===== src/rtl/micro_sequencer.sv =====
// micro_sequencer: next-address sequencer for a microprogrammed control unit.
//
// Holds the micro-program counter (upc) and computes its next value each cycle from the
// current microinstruction's seq_op, the selected status bit and the branch/dispatch
// targets. A three-state FSM (IDLE, RUN, ERR) gates sequencing.
//
// Configuration macro: USTACK_EN
//   defined   - CALL/RET use a STACK_DEPTH-entry return stack; overflow/underflow sets
//               the sticky stack_err flag and parks the sequencer in ERR.
//   undefined - no stack; CALL acts as JMP, RET acts as FETCH, stack_err is tied to 0.
//
// Ports:
//   clk           in  1        rising-edge clock
//   rst_n         in  1        asynchronous active-low reset
//   start         in  1        leave IDLE and begin sequencing (ignored elsewhere)
//   stall         in  1        hold all state this cycle
//   status        in  1        selected condition bit
//   seq_op        in  3        next-address operation
//   branch_addr   in  UADDR_W  branch/call target
//   dispatch_addr in  UADDR_W  opcode-mapped entry address
//   upc           out UADDR_W  current micro-program counter
//   running       out 1        high while in RUN
//   stack_err     out 1        sticky stack overflow/underflow flag
module micro_sequencer #(
    parameter int unsigned UADDR_W     = 8,
    parameter int unsigned FETCH_ADDR  = 0,
    parameter int unsigned STACK_DEPTH = 4
) (
    input  logic               clk,
    input  logic               rst_n,
    input  logic               start,
    input  logic               stall,
    input  logic               status,
    input  logic [2:0]         seq_op,
    input  logic [UADDR_W-1:0] branch_addr,
    input  logic [UADDR_W-1:0] dispatch_addr,
    output logic [UADDR_W-1:0] upc,
    output logic               running,
    output logic               stack_err
);

    if (UADDR_W < 1 || STACK_DEPTH < 1) begin : g_param_check
        $error("micro_sequencer: UADDR_W and STACK_DEPTH must be at least 1");
    end

    localparam logic [UADDR_W-1:0] FetchAddr = UADDR_W'(FETCH_ADDR);

    localparam logic [2:0] OpInc   = 3'd0;
    localparam logic [2:0] OpBrt   = 3'd1;
    localparam logic [2:0] OpBrf   = 3'd2;
    localparam logic [2:0] OpJmp   = 3'd3;
    localparam logic [2:0] OpDisp  = 3'd4;
    localparam logic [2:0] OpCall  = 3'd5;
    localparam logic [2:0] OpRet   = 3'd6;
    localparam logic [2:0] OpFetch = 3'd7;

    typedef enum logic [1:0] {StIdle, StRun, StErr} state_e;

    state_e             state_q, state_d;
    logic [UADDR_W-1:0] upc_q, upc_d;
    logic               running_q, running_d;
    logic [UADDR_W-1:0] upc_inc;

    // Natural wrap at the top of the address space; also the CALL return value.
    assign upc_inc = upc_q + 1'b1;

`ifdef USTACK_EN
    localparam int unsigned SpW  = $clog2(STACK_DEPTH + 1);
    localparam int unsigned IdxW = (STACK_DEPTH > 1) ? $clog2(STACK_DEPTH) : 1;

    logic [UADDR_W-1:0] stack_q [STACK_DEPTH];
    logic [SpW-1:0]     sp_q, sp_d;
    logic [SpW-1:0]     sp_dec;
    logic               stack_err_q, stack_err_d;
    logic               push_en;
    logic               stack_full;
    logic               stack_empty;

    assign sp_dec      = sp_q - 1'b1;
    assign stack_full  = (sp_q == SpW'(STACK_DEPTH));
    assign stack_empty = (sp_q == '0);
`endif

    always_comb begin
        state_d = state_q;
        upc_d   = upc_q;
`ifdef USTACK_EN
        sp_d        = sp_q;
        stack_err_d = stack_err_q;
        push_en     = 1'b0;
`endif
        unique case (state_q)
            StIdle: begin
                upc_d = FetchAddr;
                if (start && !stall) begin
                    state_d = StRun;
                end
            end
            StRun: begin
                if (!stall) begin
                    case (seq_op)
                        OpInc:  upc_d = upc_inc;
                        OpBrt:  upc_d = status ? branch_addr : upc_inc;
                        OpBrf:  upc_d = status ? upc_inc : branch_addr;
                        OpJmp:  upc_d = branch_addr;
                        OpDisp: upc_d = dispatch_addr;
                        OpCall: begin
`ifdef USTACK_EN
                            if (stack_full) begin
                                state_d     = StErr;
                                stack_err_d = 1'b1;
                            end else begin
                                push_en = 1'b1;
                                sp_d    = sp_q + 1'b1;
                                upc_d   = branch_addr;
                            end
`else
                            upc_d = branch_addr;
`endif
                        end
                        OpRet: begin
`ifdef USTACK_EN
                            if (stack_empty) begin
                                state_d     = StErr;
                                stack_err_d = 1'b1;
                            end else begin
                                sp_d  = sp_dec;
                                upc_d = stack_q[sp_dec[IdxW-1:0]];
                            end
`else
                            upc_d = FetchAddr;
`endif
                        end
                        OpFetch: begin
                            upc_d = FetchAddr;
`ifdef USTACK_EN
                            sp_d = '0;
`endif
                        end
                        default: upc_d = upc_q;
                    endcase
                end
            end
            StErr: begin
                // Parked until reset.
                state_d = StErr;
            end
            default: state_d = StIdle;
        endcase
        running_d = (state_d == StRun);
    end

    always_ff @(posedge clk or negedge rst_n) begin
        if (!rst_n) begin
            state_q     <= StIdle;
            upc_q       <= FetchAddr;
            running_q   <= 1'b0;
`ifdef USTACK_EN
            sp_q        <= '0;
            stack_err_q <= 1'b0;
`endif
        end else begin
            state_q     <= state_d;
            upc_q       <= upc_d;
            running_q   <= running_d;
`ifdef USTACK_EN
            sp_q        <= sp_d;
            stack_err_q <= stack_err_d;
`endif
        end
    end

`ifdef USTACK_EN
    // Stack contents survive reset; only the pointer is cleared.
    always_ff @(posedge clk) begin
        if (push_en) begin
            stack_q[sp_q[IdxW-1:0]] <= upc_inc;
        end
    end

    assign stack_err = stack_err_q;
`else
    assign stack_err = 1'b0;
`endif

    assign upc     = upc_q;
    assign running = running_q;

endmodule


===== config.mk =====
export PLATFORM = sky130hd
export DESIGN_NAME = micro_sequencer
export DESIGN_NICKNAME = d
export VERILOG_FILES = /design/src/rtl/micro_sequencer.sv
export SDC_FILE = /design/constraint.sdc
export NUM_CORES = 1
export LEC_CHECK = 0
export CAP_MARGIN = 20
export CORE_MARGIN = 1.5
export CORE_UTILIZATION = 45
export CTS_CLUSTER_DIAMETER = 30
export CTS_CLUSTER_SIZE = 40
export DETAILED_ROUTE_END_ITERATION = 7
export GPL_TIMING_DRIVEN = 0
export MAX_ROUTING_LAYER = met4
export PLACE_DENSITY = 0.86
export SLEW_MARGIN = 20
export SYNTH_ARGS = -nofsm -noshare
export SYNTH_HDL_FRONTEND = slang
export SYNTH_SLANG_ARGS = --single-unit

===== constraint.sdc =====
create_clock -name clk -period 2.25 [get_ports clk]
set_input_delay 0.225 -clock clk [delete_from_list [all_inputs] [get_ports clk]]
set_output_delay 0.225 -clock clk [all_outputs]
set_load 0.01 [all_outputs]

* Word level (Yosys, flattened, before mapping)
Cells that the tools add are included.
** Cells by class
- Mux-type cells :: 7
- Add/subtract/negate cells :: 1
- Equal/unequal tests :: 11
- Reduce and logical (&&, ||, !) cells :: 8
** Operators with widths (number)
- case mux 8 bit (6 select lines) :: 1
- 2-to-1 mux 8 bit :: 3
- case mux 8 bit (2 select lines) :: 1
- equality test 3 bit (second input constant) :: 4
- adder 8 x 1 -> 8 bit (second input constant) :: 1
- equality test 3 x 2 -> 1 bit (second input constant) :: 2
- case mux 2 bit (3 select lines) :: 1
- equality test 2 x 1 -> 1 bit (second input constant) :: 2
- OR reduction 2 bit :: 2
- equality test 3 x 1 -> 1 bit (second input constant) :: 1
- logical NOT 3 bit :: 1
- equality test 2 bit (second input constant) :: 1
- logical NOT 2 bit :: 1
- 2-to-1 mux 2 bit :: 1
- inequality test 2 bit (second input constant) :: 1
- AND reduction 2 bit :: 1
- nonzero test 2 bit :: 1
- logical AND 1 bit :: 1
- logical NOT 1 bit :: 1
** Storage, ports and cells
- Bits of input ports :: 24
- Bits in registers :: 11
- Word-level logic and storage cells :: 30

* Longest topological paths before layout
- Depth after elaboration :: 5
- Gate-level depth with buffers :: 6
- Depth with buffers taken out :: 6

* Worst setup path before layout
No wires, ideal clock.
- Path type :: register -> register
- Start :: register upc_q[0], in the netlist upc[0]
- End :: register upc_q[6], in the netlist upc[6]
- Path slack :: 0.732 ns
- Data arrival time :: 1.425 ns
- Setup time :: 0.094 ns
- Buffers on the path :: 0
- Cell stages (with the launch flop) :: 7
- Cell sequence :: dfrtp_1 > ha_1 > and3_1 > and3_1 > nor3_1 > o21ai_0 > a211oi_1
** Between the ends
- Cells in the longest elaborated chain, start to end :: 5
- Elaborated cells between the ends (all ways) :: 6
- Those cells by class :: add/sub (1); mux (5)
** RTL lines
- start, declared :: line 60 : logic [UADDR_W-1:0] upc_q, upc_d;
- start signal, assigned :: line 156 : upc_q <= FetchAddr;
- start signal, assigned :: line 164 : upc_q <= upc_d;
- adder 8 x 1 -> 8 bit (*) :: line 65 : assign upc_inc = upc_q + 1'b1;
- 2-to-1 mux 8 bit, on equally long branches :: line 104, 103
- case mux 8 bit (6 select lines) (*) :: line 101 : case (seq_op)
- 2-to-1 mux 8 bit (*) :: line 100 : if (!stall) begin
- case mux 8 bit (2 select lines) (*) :: line 92 : unique case (state_q)
Every way passes the cells marked *; elsewhere a longest branch is shown, timed or not. The select of a mux whose other input is x is not followed.
A chain may end at the register's enable or synchronous reset.

* Final worst setup path
- Start :: input status
- End :: register upc_q[0], in the netlist upc[0]
** Between the ends
- Cells in the longest elaborated chain, start to end :: 4
- Elaborated cells between the ends (all ways) :: 5
- Those cells by class :: mux (5)
** RTL lines
- start, declared :: line 33 : input logic status,
- 2-to-1 mux 8 bit, on equally long branches :: line 104, 103
- case mux 8 bit (6 select lines) (*) :: line 101
- 2-to-1 mux 8 bit (*) :: line 100
- case mux 8 bit (2 select lines) (*) :: line 92
Marks and branches as above.

==> summary.md <==
| Metric | Value |
|---|---|
| Outcome | `completed` |
| Slowest stage delay, CP | `0.58 ns` |
| Post-CTS Hold Buffers | `0` |
| CP Max Fanout | `5` |
| Logic pwr share | `0.349` |
| Mapped Avg Cell Area | `8.233 um^2` |
| Post-route insts no fill | `161` |
| Setup TNS | `0 ns` |
| Final period util | `0.7902` |
| Top post-synthesis cells by area | `dfrtp_1, o21ai_0, mux2i_1` |
| Max cap viols | `0` |
| Area of the multi-input gates | `509.2 um^2` |
| Placed Cells incl. Taps | `157` |
| Final Net Count | `162` |
| Final hold vios | `0` |
| Via density | `5.807` |
| Setup violations, final | `0` |
| Most area-hungry cell type in the Yosys netlist | `dfrtp_1` |
| Net switching power figure | `0.1894 mW` |
| Fill cells | `145` |
| Die H | `45.78 um` |
| PostCTS Resize Cnt | `0` |
| Buffers from clock root to sink, at most | `2` |
| Clock Latency Late Sink | `0.26 ns` |
| Max Fclk | `562.4 MHz` |
| Final max-slew violation count | `0` |
| Area share of the leading cell type in the synthesized netlist | `0.3343` |
| Drt drc | `0` |
| Power Density | `496.2 nW/um^2` |
| Critical path endpoint category | `register` |
| Hold WC Path Type | `in -> async` |
| R2r worst-path depth | `6` |
| DP Wirelength | `1.834 mm` |
| Clock sink count | `11` |
| Die width | `45.78 um` |
| CTS tree | `built` |
| Tmin final | `1.778 ns` |
| Seq pwr share | `0.433` |
| Startpoint Class | `primary input` |
| Share of cells above drive strength 1 | `0.08088` |
| Switch share | `0.3177` |
| Post-Route Skew | `0.006812 ns` |
| Global-route wire length before repair | `3.691 mm` |
| Area growth syn-to-layout | `45.90%` |
| VDD IR max | `0.4746 mV` |
| Initial antenna violation count | `0` |
| Seq/Total Area, Yosys | `0.3343` |
| Synth warn | `0` |
| Routed WL | `2.296 mm` |
| Place WS | `0.2482 ns` |
| Flop-to-flop setup slack | `0.61 ns` |
| FF-to-FF Start | `upc[0]` |
| Count of cell types in the netlist | `33` |
| Final ANT Viol Nets | `0` |
| Buffers on Ports | `32` |
| Die footprint | `2095 um^2` |
| Core box area | `1727 um^2` |
| Row count | `15` |
| Pre-Repair DR Iteration Count | `4` |
| Global-route usage over all layers | `0.2530` |
| CTS H-tree depth | `1` |
| ANT cells | `0` |
| Pint | `0.4067 mW` |
| Mapped cell area | `823.3 um^2` |
| PnR worst setup slack | `0.4719 ns` |
| Initial core utilization | `0.4768` |
| Critical Path AT | `1.90 ns` |
| Placed Area | `1175 um^2` |
| Post-CTS Setup Bufs | `0` |
| Setup CP Type | `in -> reg` |
| RSZ-0062 raised after global routing | `false` |
| Largest net degree at the start of global routing | `12` |
| Clk root buf | `clkbuf_4` |
| Req. time, crit path | `2.37 ns` |
| Clk pwr share | `0.218` |
| IO Pins | `34` |
| Vias in the first global route | `886` |
| Syn_nets | `125` |
| Reg-to-Reg End | `upc[6]` |
| Pleak | `0.4890 nW` |
| Cell Chain, Critical Path | `clkdlybuf4s50_1 -> mux2i_1 -> nor2_1 -> a21o_1 -> a222oi_1 -> o22ai_1` |
| Total CTS buffers | `3` |
| Yosys reg bits | `11` |
| Gr ovfl total | `0` |
| Worst-path clk slew | `0.07 ns` |
| Gp weighted congestion | `0.8524` |
| Total number of vias | `935` |
| Slowest cell on the critical path | `clkdlybuf4s50_1` |
| Seq. cell area | `275.3 um^2` |
| Drt wl/cell | `14.26 um` |
| Final instance area | `1201 um^2` |
| Initial DRC count | `34` |
| Synth Instances | `100` |
==> final cells by class <==
class	instances	share of cell area
Timing Repair Buffer	32	0.2667
Clock buffer	4	0.02188
Multi-Input combinational cell	82	0.4240
Tap cell	25	0.02604
Inverter	4	0.01250
Sequential cell	11	0.2292
Buffer	3	0.01979
==> cell usage after synthesis <==
cell type / count
nand2b_1: 4
a21oi_1: 7
a22oi_2: 1
nor3_1: 2
buf_4: 1
mux2_2: 1
o211ai_1: 1
buf_2: 1
a211oi_1: 2
o21ai_1: 1
nor2_1: 8
o22ai_1: 3
o21ai_0: 11
a222oi_1: 3
a21o_1: 2
nand3b_1: 1
inv_1: 4
nor2b_1: 2
a31oi_1: 3
nand2_1: 9
buf_6: 1
xor2_1: 1
mux2i_1: 5
conb_1: 1
nor2_2: 1
and3_1: 2
dfrtp_1: 11
and2b_1: 1
o32ai_1: 2
nor4_2: 1
and2b_4: 1
nand3_1: 5
ha_1: 1
==> per-layer routing <==
| layer | wire length [um] | share of wire | GRT usage | vias to the layer above |
|---|---|---|---|---|
| met1 | 959 | 0.42 | 0.2772 | 437 |
| met3 | 107 | 0.047 | 0.06746 | 10 |
| met2 | 1152 | 0.50 | 0.4338 | 45 |
| li1 | - | - | - | 443 |
| met5 | 0 | 0 | - | - |
| met4 | 76 | 0.033 | 0.09714 | 0 |
==> state kept, by name (all words and copies together) (netlist names) <==
name and flops:
upc 8, state_q 2, running 1
==> through the flow <==
stage	power [mW]	hold slack, ns	util
3_5_place_dp	0.4664	0.4842	0.6804
4_1_cts	0.5963	0.2924	0.6957
6_report	0.5961	0.2888	0.6957
2_1_floorplan	0.3455	-0.07059	-
5_1_grt	0.6273	0.3172	0.6957
3_3_place_gp	0.4582	0.4800	0.6804
==> power groups by stage <==
stage               clock network [mW]  registers [mW]  logic, mW
global placement                     0           0.258      0.200
global route                     0.140           0.262      0.226
CTS                              0.132           0.257      0.208
detailed placement                   0           0.260      0.206
finish                           0.130           0.258      0.208
floorplan                            0           0.262     0.0839
==> how the worst max path moves through the flow <==
stage	start	to	slack (ns)	depth (start not counted)
final	status	upc[0]	0.47	6
after global routing	status	upc[2]	0.36	6
after CTS	status	upc[0]	0.52	6
after detailed placement	status	upc[0]	0.25	6
after global placement	status	upc[1]	0.30	6
after floorplan	upc[0]	upc[6]	0.73	6
==> cells by family (layout without fill, tap and decap cells) <==
logic type,Yosys count,in the layout,synth area share
flip-flops,11,11,0.3343
buffers and inverters,7,43,0.04710
multiplexers,6,6,0.07447
AO/OA/AOI/OAI,36,36,0.2796
adder cells (fa/ha/maj),1,1,0.01520
other,1,1,0.004555
AND/OR/NAND/NOR,37,37,0.2340
XOR/XNOR,1,1,0.01064
==> critical path: cells and delay by family <==
kind | cells | cell delay (ns)
mux | 1 | 0.32
compound gates | 3 | 0.66
simple gates | 1 | 0.11
buf+inv | 1 | 0.58
==> placed cells by master (no fill, tap or decap), drive strengths merged, types with 2 or more instances in the layout <==
cell type / instances
clkbuf: 4
nand2b: 4
buf: 3
clkdlybuf4s50: 32
nand3: 5
nand2: 9
inv: 4
nor2b: 2
a31oi: 3
nor3: 2
dfrtp: 11
a21oi: 7
and2b: 2
a222oi: 3
o32ai: 2
a21o: 2
o22ai: 3
mux2i: 5
o21ai: 12
a211oi: 2
and3: 2
nor2: 9
(Power assumes the default switching activity.)
